[src/rtl/seg_scan_if.sv]
// Bundle for seg_scan_display: datapath-side display request and the
// board-side segment/anode drive.
interface seg_scan_if #(
   parameter int unsigned DIGITS = 4
);
   logic [4*DIGITS-1:0] digits_in;
   logic [DIGITS-1:0]   dp_in;
   logic [DIGITS-1:0]   blink_mask;
   logic                blank_lz;
   logic [3:0]          error;
   logic [6:0]          seg;
   logic                dp;
   logic [DIGITS-1:0]   an;
   logic                frame_tick;

   modport master (
      output digits_in, dp_in, blink_mask, blank_lz, error,
      input  seg, dp, an, frame_tick
   );

   modport slave (
      input  digits_in, dp_in, blink_mask, blank_lz, error,
      output seg, dp, an, frame_tick
   );
endinterface

[src/rtl/seg_scan_display.sv]
// Multiplexed seven-segment scan driver with decimal points, leading-zero
// blanking, blinking, anti-ghost guard interval and a frame-coherent error overlay.
module seg_scan_display #(
   parameter int unsigned DIGITS     = 4,
   parameter int unsigned DIV_BITS   = 17,
   parameter int unsigned GUARD      = 2,
   parameter int unsigned BLINK_BITS = 6
) (
   input  logic      clk,
   input  logic      rst_n,
   seg_scan_if.slave bus
);

   localparam int unsigned IW    = $clog2(DIGITS);
   localparam logic [IW-1:0] LAST  = IW'(DIGITS - 1);
   localparam logic [IW-1:0] ERR_R1 = IW'(DIGITS - 2);
   localparam logic [IW-1:0] ERR_R2 = IW'(DIGITS - 3);
   localparam logic [DIV_BITS-1:0] GLOAD = DIV_BITS'((GUARD > 0) ? GUARD - 1 : 0);

   typedef enum logic [1:0] {ST_RESET, ST_GUARD, ST_ON} state_t;

   function automatic logic [6:0] seg_decode(input logic [3:0] v);
      logic [6:0] s;
      case (v)
         4'h0: s = 7'h7E;  4'h1: s = 7'h30;  4'h2: s = 7'h6D;  4'h3: s = 7'h79;
         4'h4: s = 7'h33;  4'h5: s = 7'h5B;  4'h6: s = 7'h5F;  4'h7: s = 7'h70;
         4'h8: s = 7'h7F;  4'h9: s = 7'h7B;  4'hA: s = 7'h77;  4'hB: s = 7'h1F;
         4'hC: s = 7'h4E;  4'hD: s = 7'h3D;  4'hE: s = 7'h4F;  default: s = 7'h47;
      endcase
      return s;
   endfunction

   logic [DIV_BITS-1:0]   presc;
   logic                  tick;
   logic [IW-1:0]         idx, nidx;
   logic                  boundary;

   logic [4*DIGITS-1:0]   snap_digits;
   logic [DIGITS-1:0]     snap_dp, snap_blink;
   logic                  snap_lz;
   logic [3:0]            snap_err;
   logic [BLINK_BITS-1:0] fcnt, fcnt_inc;

   logic [4*DIGITS-1:0]   src_digits;
   logic [DIGITS-1:0]     src_dp, src_blink;
   logic                  src_lz;
   logic [3:0]            src_err;
   logic                  phase;
   logic [DIGITS-1:0]     lz_blank;
   logic                  zero_run;
   logic                  blanked;
   logic [6:0]            seg_nx;
   logic                  dp_nx;

   logic [6:0]            seg_q;
   logic                  dp_q;
   logic                  ft_q;

   state_t                state, state_nx;
   logic [DIGITS-1:0]     an_q, an_nx;
   logic [DIV_BITS-1:0]   gcnt, gcnt_nx;

   assign tick     = &presc;
   assign nidx     = (idx == LAST) ? '0 : idx + 1'b1;
   assign boundary = tick && (idx == LAST);
   assign fcnt_inc = fcnt + 1'b1;

   // On the frame boundary the glyph is decoded straight from the live inputs
   // being captured, so the first digit of a frame carries no extra latency.
   always_comb begin
      src_digits = boundary ? bus.digits_in  : snap_digits;
      src_dp     = boundary ? bus.dp_in      : snap_dp;
      src_blink  = boundary ? bus.blink_mask : snap_blink;
      src_lz     = boundary ? bus.blank_lz   : snap_lz;
      src_err    = boundary ? bus.error      : snap_err;
      phase      = boundary ? fcnt_inc[BLINK_BITS-1] : fcnt[BLINK_BITS-1];

      lz_blank = '0;
      zero_run = 1'b1;
      for (int unsigned k = 1; k < DIGITS; k++) begin
         zero_run = zero_run && (src_digits[4*(DIGITS-k) +: 4] == 4'h0);
         lz_blank[DIGITS-k] = zero_run;
      end

      blanked = (src_lz && lz_blank[nidx]) || (phase && src_blink[nidx]);
      seg_nx  = '0;
      dp_nx   = 1'b0;
      if (src_err != 4'h0) begin
         if (nidx == LAST)
            seg_nx = 7'h4F;
         else if (nidx == ERR_R1 || nidx == ERR_R2)
            seg_nx = 7'h05;
         else if (nidx == '0)
            seg_nx = seg_decode(src_err);
      end else if (!blanked) begin
         seg_nx = seg_decode(src_digits[{nidx, 2'b00} +: 4]);
         dp_nx  = src_dp[nidx];
      end
   end

   always_ff @(posedge clk or negedge rst_n) begin
      if (!rst_n) begin
         presc       <= '0;
         idx         <= LAST;
         fcnt        <= '0;
         snap_digits <= '0;
         snap_dp     <= '0;
         snap_blink  <= '0;
         snap_lz     <= 1'b0;
         snap_err    <= '0;
         seg_q       <= '0;
         dp_q        <= 1'b0;
         ft_q        <= 1'b0;
      end else begin
         presc <= presc + 1'b1;
         ft_q  <= boundary;
         if (tick) begin
            idx   <= nidx;
            seg_q <= seg_nx;
            dp_q  <= dp_nx;
         end
         if (boundary) begin
            fcnt        <= fcnt_inc;
            snap_digits <= bus.digits_in;
            snap_dp     <= bus.dp_in;
            snap_blink  <= bus.blink_mask;
            snap_lz     <= bus.blank_lz;
            snap_err    <= bus.error;
         end
      end
   end

   always_ff @(posedge clk or negedge rst_n) begin
      if (!rst_n) begin
         state <= ST_RESET;
         an_q  <= '1;
         gcnt  <= '0;
      end else begin
         state <= state_nx;
         an_q  <= an_nx;
         gcnt  <= gcnt_nx;
      end
   end

   always_comb begin
      state_nx = state;
      an_nx    = an_q;
      gcnt_nx  = gcnt;
      if (tick) begin
         an_nx = '1;
         if (GUARD == 0) begin
            state_nx    = ST_ON;
            an_nx[nidx] = 1'b0;
         end else begin
            state_nx = ST_GUARD;
            gcnt_nx  = GLOAD;
         end
      end else begin
         case (state)
            ST_GUARD: begin
               if (gcnt == '0) begin
                  state_nx   = ST_ON;
                  an_nx      = '1;
                  an_nx[idx] = 1'b0;
               end else begin
                  gcnt_nx = gcnt - 1'b1;
               end
            end
            default: ;
         endcase
      end
   end

   assign bus.seg        = seg_q;
   assign bus.dp         = dp_q;
   assign bus.an         = an_q;
   assign bus.frame_tick = ft_q;

endmodule
[src/flat_wrapper.sv]
// flat-port wrapper written by rule: the top's interface ports become plain ports
module seg_scan_display_flat 
#(
   parameter int unsigned DIGITS     = 4,
   parameter int unsigned DIV_BITS   = 17,
   parameter int unsigned GUARD      = 2,
   parameter int unsigned BLINK_BITS = 6
)
  (clk, rst_n, bus_digits_in, bus_dp_in, bus_blink_mask, bus_blank_lz, bus_error, bus_seg, bus_dp, bus_an, bus_frame_tick);
  seg_scan_if #(.DIGITS(DIGITS)) bus_i ();
  input  logic clk;
  input  logic rst_n;
  input wire logic [$bits(bus_i.digits_in)-1:0] bus_digits_in;
  input wire logic [$bits(bus_i.dp_in)-1:0] bus_dp_in;
  input wire logic [$bits(bus_i.blink_mask)-1:0] bus_blink_mask;
  input wire logic [$bits(bus_i.blank_lz)-1:0] bus_blank_lz;
  input wire logic [$bits(bus_i.error)-1:0] bus_error;
  output wire logic [$bits(bus_i.seg)-1:0] bus_seg;
  output wire logic [$bits(bus_i.dp)-1:0] bus_dp;
  output wire logic [$bits(bus_i.an)-1:0] bus_an;
  output wire logic [$bits(bus_i.frame_tick)-1:0] bus_frame_tick;
  assign bus_i.digits_in = bus_digits_in;
  assign bus_i.dp_in = bus_dp_in;
  assign bus_i.blink_mask = bus_blink_mask;
  assign bus_i.blank_lz = bus_blank_lz;
  assign bus_i.error = bus_error;
  assign bus_seg = bus_i.seg;
  assign bus_dp = bus_i.dp;
  assign bus_an = bus_i.an;
  assign bus_frame_tick = bus_i.frame_tick;
  seg_scan_display #(.DIGITS(DIGITS), .DIV_BITS(DIV_BITS), .GUARD(GUARD), .BLINK_BITS(BLINK_BITS)) u_core (.clk(clk), .rst_n(rst_n), .bus(bus_i));
endmodule
[config.mk]
export PLATFORM = sky130hd
export DESIGN_NAME = seg_scan_display_flat
export DESIGN_NICKNAME = d
export VERILOG_FILES = /design/src/rtl/seg_scan_if.sv /design/src/rtl/seg_scan_display.sv /design/src/flat_wrapper.sv
export SDC_FILE = /design/constraint.sdc
export NUM_CORES = 1
export LEC_CHECK = 0
export BUFFER_PORTS_ARGS = -buffer_cell sky130_fd_sc_hd__buf_2
export CAP_MARGIN = 40
export CORE_UTILIZATION = 56
export CTS_CLUSTER_DIAMETER = 150
export DETAILED_ROUTE_END_ITERATION = 16
export HOLD_SLACK_MARGIN = 0.08
export PLACE_DENSITY = 0.76
export REMOVE_ABC_BUFFERS = 1
export SYNTH_ARGS = -nofsm -noshare
export SYNTH_HDL_FRONTEND = slang
export SYNTH_SLANG_ARGS = --single-unit
[constraint.sdc]
create_clock -name clk -period 5.6 [get_ports clk]
set_input_delay 0.28 -clock clk [delete_from_list [all_inputs] [get_ports clk]]
set_output_delay 0.28 -clock clk [all_outputs]
set_load 0.02 [all_outputs]
* Word-level counts from Yosys, hierarchy flattened
Memories as Yosys holds them, arrays and structs flattened.
Cells that the tools add are included.
** Cells by class
- Add/subtract/negate cells :: 4
- Order comparisons :: 3
- Equality and inequality tests :: 6
- Shift operators :: 1
- Multiplexer cells :: 31
- Bitwise logic cells :: 1
- Reductions and logical operators :: 19
** Operators by type and width (count)
- 17-bit 2-to-1 mux :: 3
- 7-bit 2-to-1 mux :: 5
- 4-bit 2-to-1 mux :: 6
- 17-bit by 1-bit adder with 17-bit output (second input constant) :: 1
- 17-bit logical NOT :: 1
- 17-bit AND reduction :: 1
- 17-bit by 1-bit subtractor with 17-bit output (second input constant) :: 1
- 16-bit 2-to-1 mux :: 1
- 16-bit by 5-bit indexed part select with 4-bit output :: 1
- 4-bit logical NOT :: 3
- 1-bit 2-to-1 mux :: 8
- 2-bit 2-to-1 mux :: 4
- 6-bit by 1-bit adder with 6-bit output (second input constant) :: 1
- 1-bit binary-select mux with 2-bit select :: 3
- 2-bit equality test (second input constant) :: 3
- 1-bit logical AND :: 6
- 2-bit by 3-bit < comparator with 1-bit output (second input constant) :: 2
- 2-bit by 1-bit equality test with 1-bit output (second input constant) :: 2
- 4-bit inverter :: 1
- 2-bit AND reduction :: 2
- 2-bit nonzero test :: 2
- 4-bit nonzero test :: 1
- 2-bit by 1-bit adder with 2-bit output (second input constant) :: 1
- 1-bit demux with 2-bit select :: 1
- other kinds (4) :: 5
** Word-level totals
- Register bits :: 86
- Memory bits (read-only) :: 224
- Bits of input ports :: 31
- Output and inout bits :: 13
- Memories :: 2
** Memory list
- (no name shown) :: depth 16, bits a word 7, read ports 1, clocked after memory_dff 0, wr ports 0, line seg_scan_display.sv:24 : case (v)
- (no name shown) :: depth 16, bits a word 7, read ports 1, clocked after memory_dff 0, wr ports 0, line seg_scan_display.sv:24

* Longest topological paths before layout
Gate-level depths: netlist of run 1.
- Word-level depth :: 12
- Mapped depth :: 16
- Gate-level depth less buffers :: 14

* Least setup slack after synthesis of run 1
Ideal clock, no wire load.
- Path type :: reg2reg
- Start point :: reg u_core.presc[0]
- End point :: reg u_core.seg_q[1], in the netlist u_core.bus.seg[1]
- Setup time :: 82 ps
- Arrival :: 3107 ps
- Data required time :: 5518 ps
- Setup slack :: 2411 ps
- Stages on the path, launching flop included :: 15
- Path buffers :: 2
- Clock period less this slack :: 3189 ps
- Cells stage by stage :: dfrtp_1 -> ha_1 -> nand4_1 -> nor3_1 -> ha_1 -> nand2_4 -> inv_2 -> buf_2 -> buf_2 -> mux2i_1 -> ha_1 -> o21ai_1 -> a311oi_4 -> o221ai_1 -> a31oi_1
** On the way
- Cells in the longest elaborated chain, start to end :: 12
** RTL lines
- from (decl) :: line seg_scan_display.sv:33 : logic [DIV_BITS-1:0] presc;
- from (signal assigned) :: line seg_scan_display.sv:115 : presc <= presc + 1'b1;
- 17-bit AND reduction (*) :: line seg_scan_display.sv:63 : assign tick = &presc;
- branches (longest 11 deep; another with memory read 16 x 7 bit)
- to (signal assigned) :: line seg_scan_display.sv:119 : seg_q <= seg_nx;
- to (decl) :: line seg_scan_display.sv:55 : logic [6:0] seg_q;
Every way passes the cells marked *. The select of a mux whose other input is x is not followed.
A chain may end at the register's enable or synchronous reset.

* Final worst setup path of run 1
- Start point :: reg u_core.idx[0]
- End point :: reg u_core.seg_q[5], in the netlist u_core.bus.seg[5]
** On the way
- Cells in the longest elaborated chain, start to end :: 12
** RTL lines
- from (decl) :: line seg_scan_display.sv:35 : logic [IW-1:0] idx, nidx;
- from (signal assigned) :: line seg_scan_display.sv:118 : idx <= nidx;
- branches (longest 11 deep; another with memory read 16 x 7 bit)
- 7-bit 2-to-1 mux (*) :: line seg_scan_display.sv:88 : if (src_err != 4'h0) begin
Marks and branches as above.

==> reports/metrics.cfg, run 1 <==
[run_status]
status = finished clean

[drt]
drc_errors = 0
first_iter_violations = 208
viasPerCell = 5.88
finalWirelength_mm = 10.1
drtAntennaViolNets = 0
routedWlPerCell_um = 16.1
num_vias = 3681
first_pass_iters = 5

[layout]
finalInstanceArea_um2 = 5150
syn2layout_area_growth_pct = 10.6
drive_above_1_share_pct = 16.2
fillCellCount = 614
layoutNonFillerInstCount = 626
antennaDiodeCount = 0
nets = 570

[worst_setup_path]
crit_required_ps = 5840
path_depth = 10
crit_path_top_delay_cell = dfstp_2
path_cells = ha_1 -> nand2_4 -> inv_2 -> nor3_1 -> o32ai_1 -> inv_1 -> ha_1 -> a211o_1 -> nand4_1 -> nand2_1
path_buf_inv = 2
endpoint_kind = flop
critical_path.max_stage_delay_ps = 640
cp_top_family = adder cells
r2r_cells = 10
worst-path-max-fanout = 42
start_kind = flop
crit_type = reg2reg
worstPathArrival_ps = 4400
path_common_cell = ha_1

[floorplan]
rows = 32
io_pins = 44
core_area_um2 = 7890
start_util_pct = 59.0
fp.dieH_um = 93.1
die_area_um2 = 8680
die_width_um = 93.1

[yosys]
synth-async-reset-ratio_pct = 100
synthesis.instances = 482
yosys_register_bits = 86
syn-cell-area_um2 = 4650
synth_warnings = 0
ys_top_cells_by_area = dfrtp_1 43%, nand2_1 6.9%, ha_1 5.4%
synth_top_area_cell = dfrtp_1
yosysSeqAreaShare_pct = 46.4
synth-main-ff-cell = dfrtp_1
avgSynthCellArea_um2 = 9.65
synth_top_cell_area_share_pct = 43.0
synth-edff-count = 0
synth_cell_types = 66

[worst_hold_path]
hold_depth = 3
min_path_type = in2reg

[timing]
rsz0062_at_grt = false
hold_viol_final = 0
tightest_slew_ps = 681
fin_crit_sh_pct = 74.2
finalSetupViolCount = 0
fin_skew_ps = 12.4
fin_tns_setup_ps = 0
maxSlewViolCount = 0
period_minus_slack_ps = 4160
relSlewSlack_pct = 54.3
max_freq_ghz = 0.241

[power]
p_leak_nw = 2.41
p_per_area_nw_per_um2 = 217
power_mw = 1.11
ir_drop_mv = 0.184

[clock_network]
clk_transition_reported_paths_ps = 90
cts_tree = yes
clkLatencyLatePin_ps = 360
ctsLongestPathBuffers = 2
htreeDepth = 3
cts_setup_buffers = 0
clock_sinks = 86
cts_root_buffer = clkbuf_8
cts_buffers = 9

[grt]
grt_max_degree = 62
grt_pass1_wl_mm = 17.4
overflow = 0
grt_usage_pct = 25.5
antenna_found_initial = 0
grt_pass1_vias = 3645

[placement]
dp_cells = 609
numPortBuffers = 43
dp.final_hpwl_mm = 7.09
gp_congestion = 0.902
dpl_cell_area_um2 = 4930

[run]
cap_violations = 0

[registers in the layout, summed over array words and instances (netlist names), 6 cells and up]
name and flops:
u_core.bus.seg 7, u_core.fcnt 6, u_core.gcnt 17, u_core.presc 17
u_core.snap_digits 16
[cell families (layout without fill, tap and decap cells)]
family | count (synthesis) | in the layout | synth area share [%]
xor gates and xnor gates | 31 | 31 | 5.84
and+or+nand+nor | 201 | 201 | 20.6
buffers and inverters | 40 | 82 | 3.95
adders and majority gates | 20 | 20 | 5.38
DFF | 86 | 86 | 46.4
muxes | 18 | 18 | 4.20
AOI/OAI and AO/OA | 86 | 86 | 13.6
[tightest hold or removal path, stage by stage]
cell and delay [ps]:
buf_2 70, nand2_1 40, nand2_1 40
[final cells by class]
type / instances / area (µm²) / area share, %
multi-input cells: 356 / 2310 / 44.9
flip-flops and latches: 86 / 2160 / 42.0
repair buffers: 47 / 270 / 5.25
well taps: 102 / 128 / 2.48
clock buffers: 9 / 124 / 2.41
clock inverters: 7 / 82.6 / 1.60
inverters: 19 / 71.3 / 1.39
[stage by stage]
stage	util, %	hold WS (ps)	worst slack [ps]
finish	65.2	104	1440
global route	65.2	101	1100
CTS	65.2	97.1	1420
detailed placement	62.5	305	1470
global placement	62.1	452	1640
floorplan	-	-15.6	1050
[layout by cell type, fill, tap and decap left out, types with 11 or more instances in the layout]
cell	n
a21oi_1	12
buf_2	42
dfrtp_1	80
ha_1	19
inv_1	18
mux2i_1	15
nand2_1	86
nand3_1	19
nor2_1	35
o21ai_0	12
xnor2_1	20
xor2_1	11
[synthesized netlist by cell type (6+ instances only)]
master and instances:
dfrtp_1 80, buf_2 8, a21oi_1 12, and3_1 10
o21ai_0 12, dfstp_2 6, nand3_1 19, nand2_1 86
nand4_1 8, nor4_1 6, a211oi_1 7, nand2b_1 6
xnor2_1 20, xor2_1 11, mux2i_1 15, buf_1 6
nor3_1 10, inv_1 18, nor2_1 35, ha_1 20
[timing repair]
action,in CTS,in global routing
hold buffers,1,0
gates resized for setup,0,0
hold endpoints to repair,39,0
[routing by layer]
layer | track usage, % | wire length (µm) | up-vias
li1 | - | - | 1778
met1 | 36.1 | 4710 | 1795
met2 | 39.8 | 4820 | 98
met3 | 5.77 | 445 | 10
met4 | 6.41 | 115 | 0
met5 | 0 | 0 | -
[power breakdown]
group	internal (mW)	switching [mW]
registers	0.621	0.000970
logic	0.0165	0.0262
clock network	0.212	0.237
[path summary, 6_finish.rpt]
check,start,slack (ps),endpoint
max in group asynchronous,rst_n,4490,u_core.idx[1]
worst max-delay path,u_core.idx[0],1440,u_core.bus.seg[5]
min in group asynchronous,rst_n,450,u_core.gcnt[16]
worst max register to register,u_core.idx[0],1440,u_core.bus.seg[5]
worst min register to register,u_core.presc[4],470,u_core.presc[4]
worst min-delay path,bus_digits_in[7],100,u_core.snap_digits[7]
Power figures use the tool's default switching activity.
==> run 2, diff against run 1 <==
Clock period 5.6 ns to 3.92 ns, I/O delays scaled along.
==> run 2 against run 1 <==
Against the previous run:
- fmax up 18%
- total power up 41%
- clock power up 34%
- hold slack better by 120 ps
- via count up 0.43%
- non-clock buffer count up 26
- worst setup slack worse by 1000 ps
- sequential cell count unchanged
- count of clock-buffer cells in the layout up 2
- critical path type unchanged
- highest routed layer unchanged
==> reports/metrics.cfg, run 2 (same netlist as run 1, synthesis figures left out) <==
[worst_hold_path]
min_path_type = in2reg
holdCritStartpoint = bus_digits_in[10]

[timing]
period_minus_slack_ps = 3520
hold_viol_final = 0
rsz0062_at_grt = false
setup_ws_ps = 401
fin_crit_sh_pct = 89.8
maxSlewViolCount = 0
holdWs_ps = 227
finalSetupViolCount = 0
fin_tns_setup_ps = 0
tightest_slew_ps = 647
relSlewSlack_pct = 56.6
max_freq_ghz = 0.284
fin_skew_ps = 7.07

[layout]
nets = 596
final_cell_mix = 86 x nand2_1, 80 x dfrtp_1, 42 x buf_2
antennaDiodeCount = 0
drive_above_1_share_pct = 16.2
reg_top3 = u_core.gcnt (17), u_core.presc (17), u_core.snap_digits (16)
syn2layout_area_growth_pct = 15.7
layout_commonest_cell = nand2_1

[floorplan]
die_area_um2 = 8680
core_area_um2 = 7890
io_pins = 44
rows = 32
fp.dieH_um = 93.1
start_util_pct = 59.0
die_width_um = 93.1

[drt]
drc_errors = 0
routedWlPerCell_um = 15.5
first_iter_violations = 154
num_vias = 3697
finalWirelength_mm = 10.1
drtAntennaViolNets = 0
viasPerCell = 5.67
first_pass_iters = 4

[power]
ir_drop_mv = 0.211
p_leak_nw = 2.51
p_per_area_nw_per_um2 = 291

[grt]
grt_use_met3_pct = 3.50
grt_pass1_wl_mm = 17.6
overflow = 0
gr-max-usage-layer = met2
grt_pass1_vias = 3782
grt_max_degree = 57
antenna_found_initial = 0
grt_usage_pct = 25.7
grt_util_met2_pct = 44.2
met1_usage_pct = 33.4

[run_status]
status = finished clean

[placement]
numPortBuffers = 43
dp.final_hpwl_mm = 7.12
gp_congestion = 0.855
place_ws_ps = 394

[clock_network]
clk_transition_reported_paths_ps = 90
cts_setup_buffers = 0
clock_sinks = 86
htreeDepth = 3
cts_tree = yes
cts_buffers = 9
clkLatencyLatePin_ps = 350
cts_root_buffer = clkbuf_8
ctsLongestPathBuffers = 2

[worst_setup_path]
r2r-start = u_core.presc[2]
worst-path-max-fanout = 41
worstPathArrival_ps = 3790
worstSetupStartpoint = u_core.presc[2]
endpoint_kind = flop
crit_required_ps = 4190
crit_type = reg2reg
start_kind = flop

[run]
cap_violations = 0

## run 2: changes by cell type in the layout (fill, tap and decap cells not counted), sizes merged
cell and delta:
bufinv -1, buf +4, dlygate4sd3 +22, clkbuf +2
inv -1
## run 2: worst max-delay path, stage by stage, from the launching register on
cell       delay (ps)
dfrtp_1           420
and3_1            230
nand4_1           130
nor3_1            230
ha_2              310
nand2_4            60
buf_4             260
mux2i_1           460
inv_1             180
ha_1              280
a2111oi_0         510
o41ai_1           140
a31oi_1           210
## run 2: area by class of cell
| class | count | area (µm²) |
|---|---|---|
| inverters | 19 | 71.3 |
| flip-flops and latches | 86 | 2160 |
| clock buffers | 11 | 151 |
| clock inverters | 5 | 42.5 |
| repair buffers | 73 | 520 |
| well taps | 102 | 128 |
| multi-input cells | 356 | 2310 |
| fillers | 620 | 2500 |
## run 2: path summary, 6_finish.rpt
kind | end | slack, ps | cells past startpoint
hold / removal | u_core.snap_digits[10] | 230 | 3
max in group asynchronous | u_core.idx[1] | 2900 | 3
setup / recovery | u_core.bus.seg[0] | 400 | 12
min in group asynchronous | u_core.presc[7] | 360 | 2
hold reg to reg | u_core.snap_dp[3] | 480 | 2
setup reg to reg | u_core.bus.seg[0] | 400 | 12
## run 2: report_power, final
group / switching, mW / internal [mW]
clock: 0.330 / 0.272
combinational: 0.0389 / 0.0378
sequential: 0.00109 / 0.888
## run 2: what timing repair did
item	CTS	global route
hold buffers	23	0
gates resized for setup	0	0
endpoints found under the hold margin	58	0
## run 2: metal layers
layer  vias to the layer above  wire length [µm]
li1                       1825                 -
met1                      1800              4640
met2                        60              5010
met3                        12               294
met4                         0               156
met5                         -                 0
## run 2: metrics by stage
| stage | utilization, % | instance area (µm²) | total power [mW] | instances |
|---|---|---|---|---|
| 2_1_floorplan | - | 4540 | 0.922 | 461 |
| 3_3_place_gp | 62.5 | 4930 | 0.962 | 612 |
| 3_5_place_dp | 62.9 | 4960 | 0.965 | 613 |
| 4_1_cts | 68.3 | 5380 | 1.58 | 652 |
| 5_1_grt | 68.3 | 5380 | 1.63 | 652 |
| 6_report | 68.3 | 5380 | 1.57 | 652 |
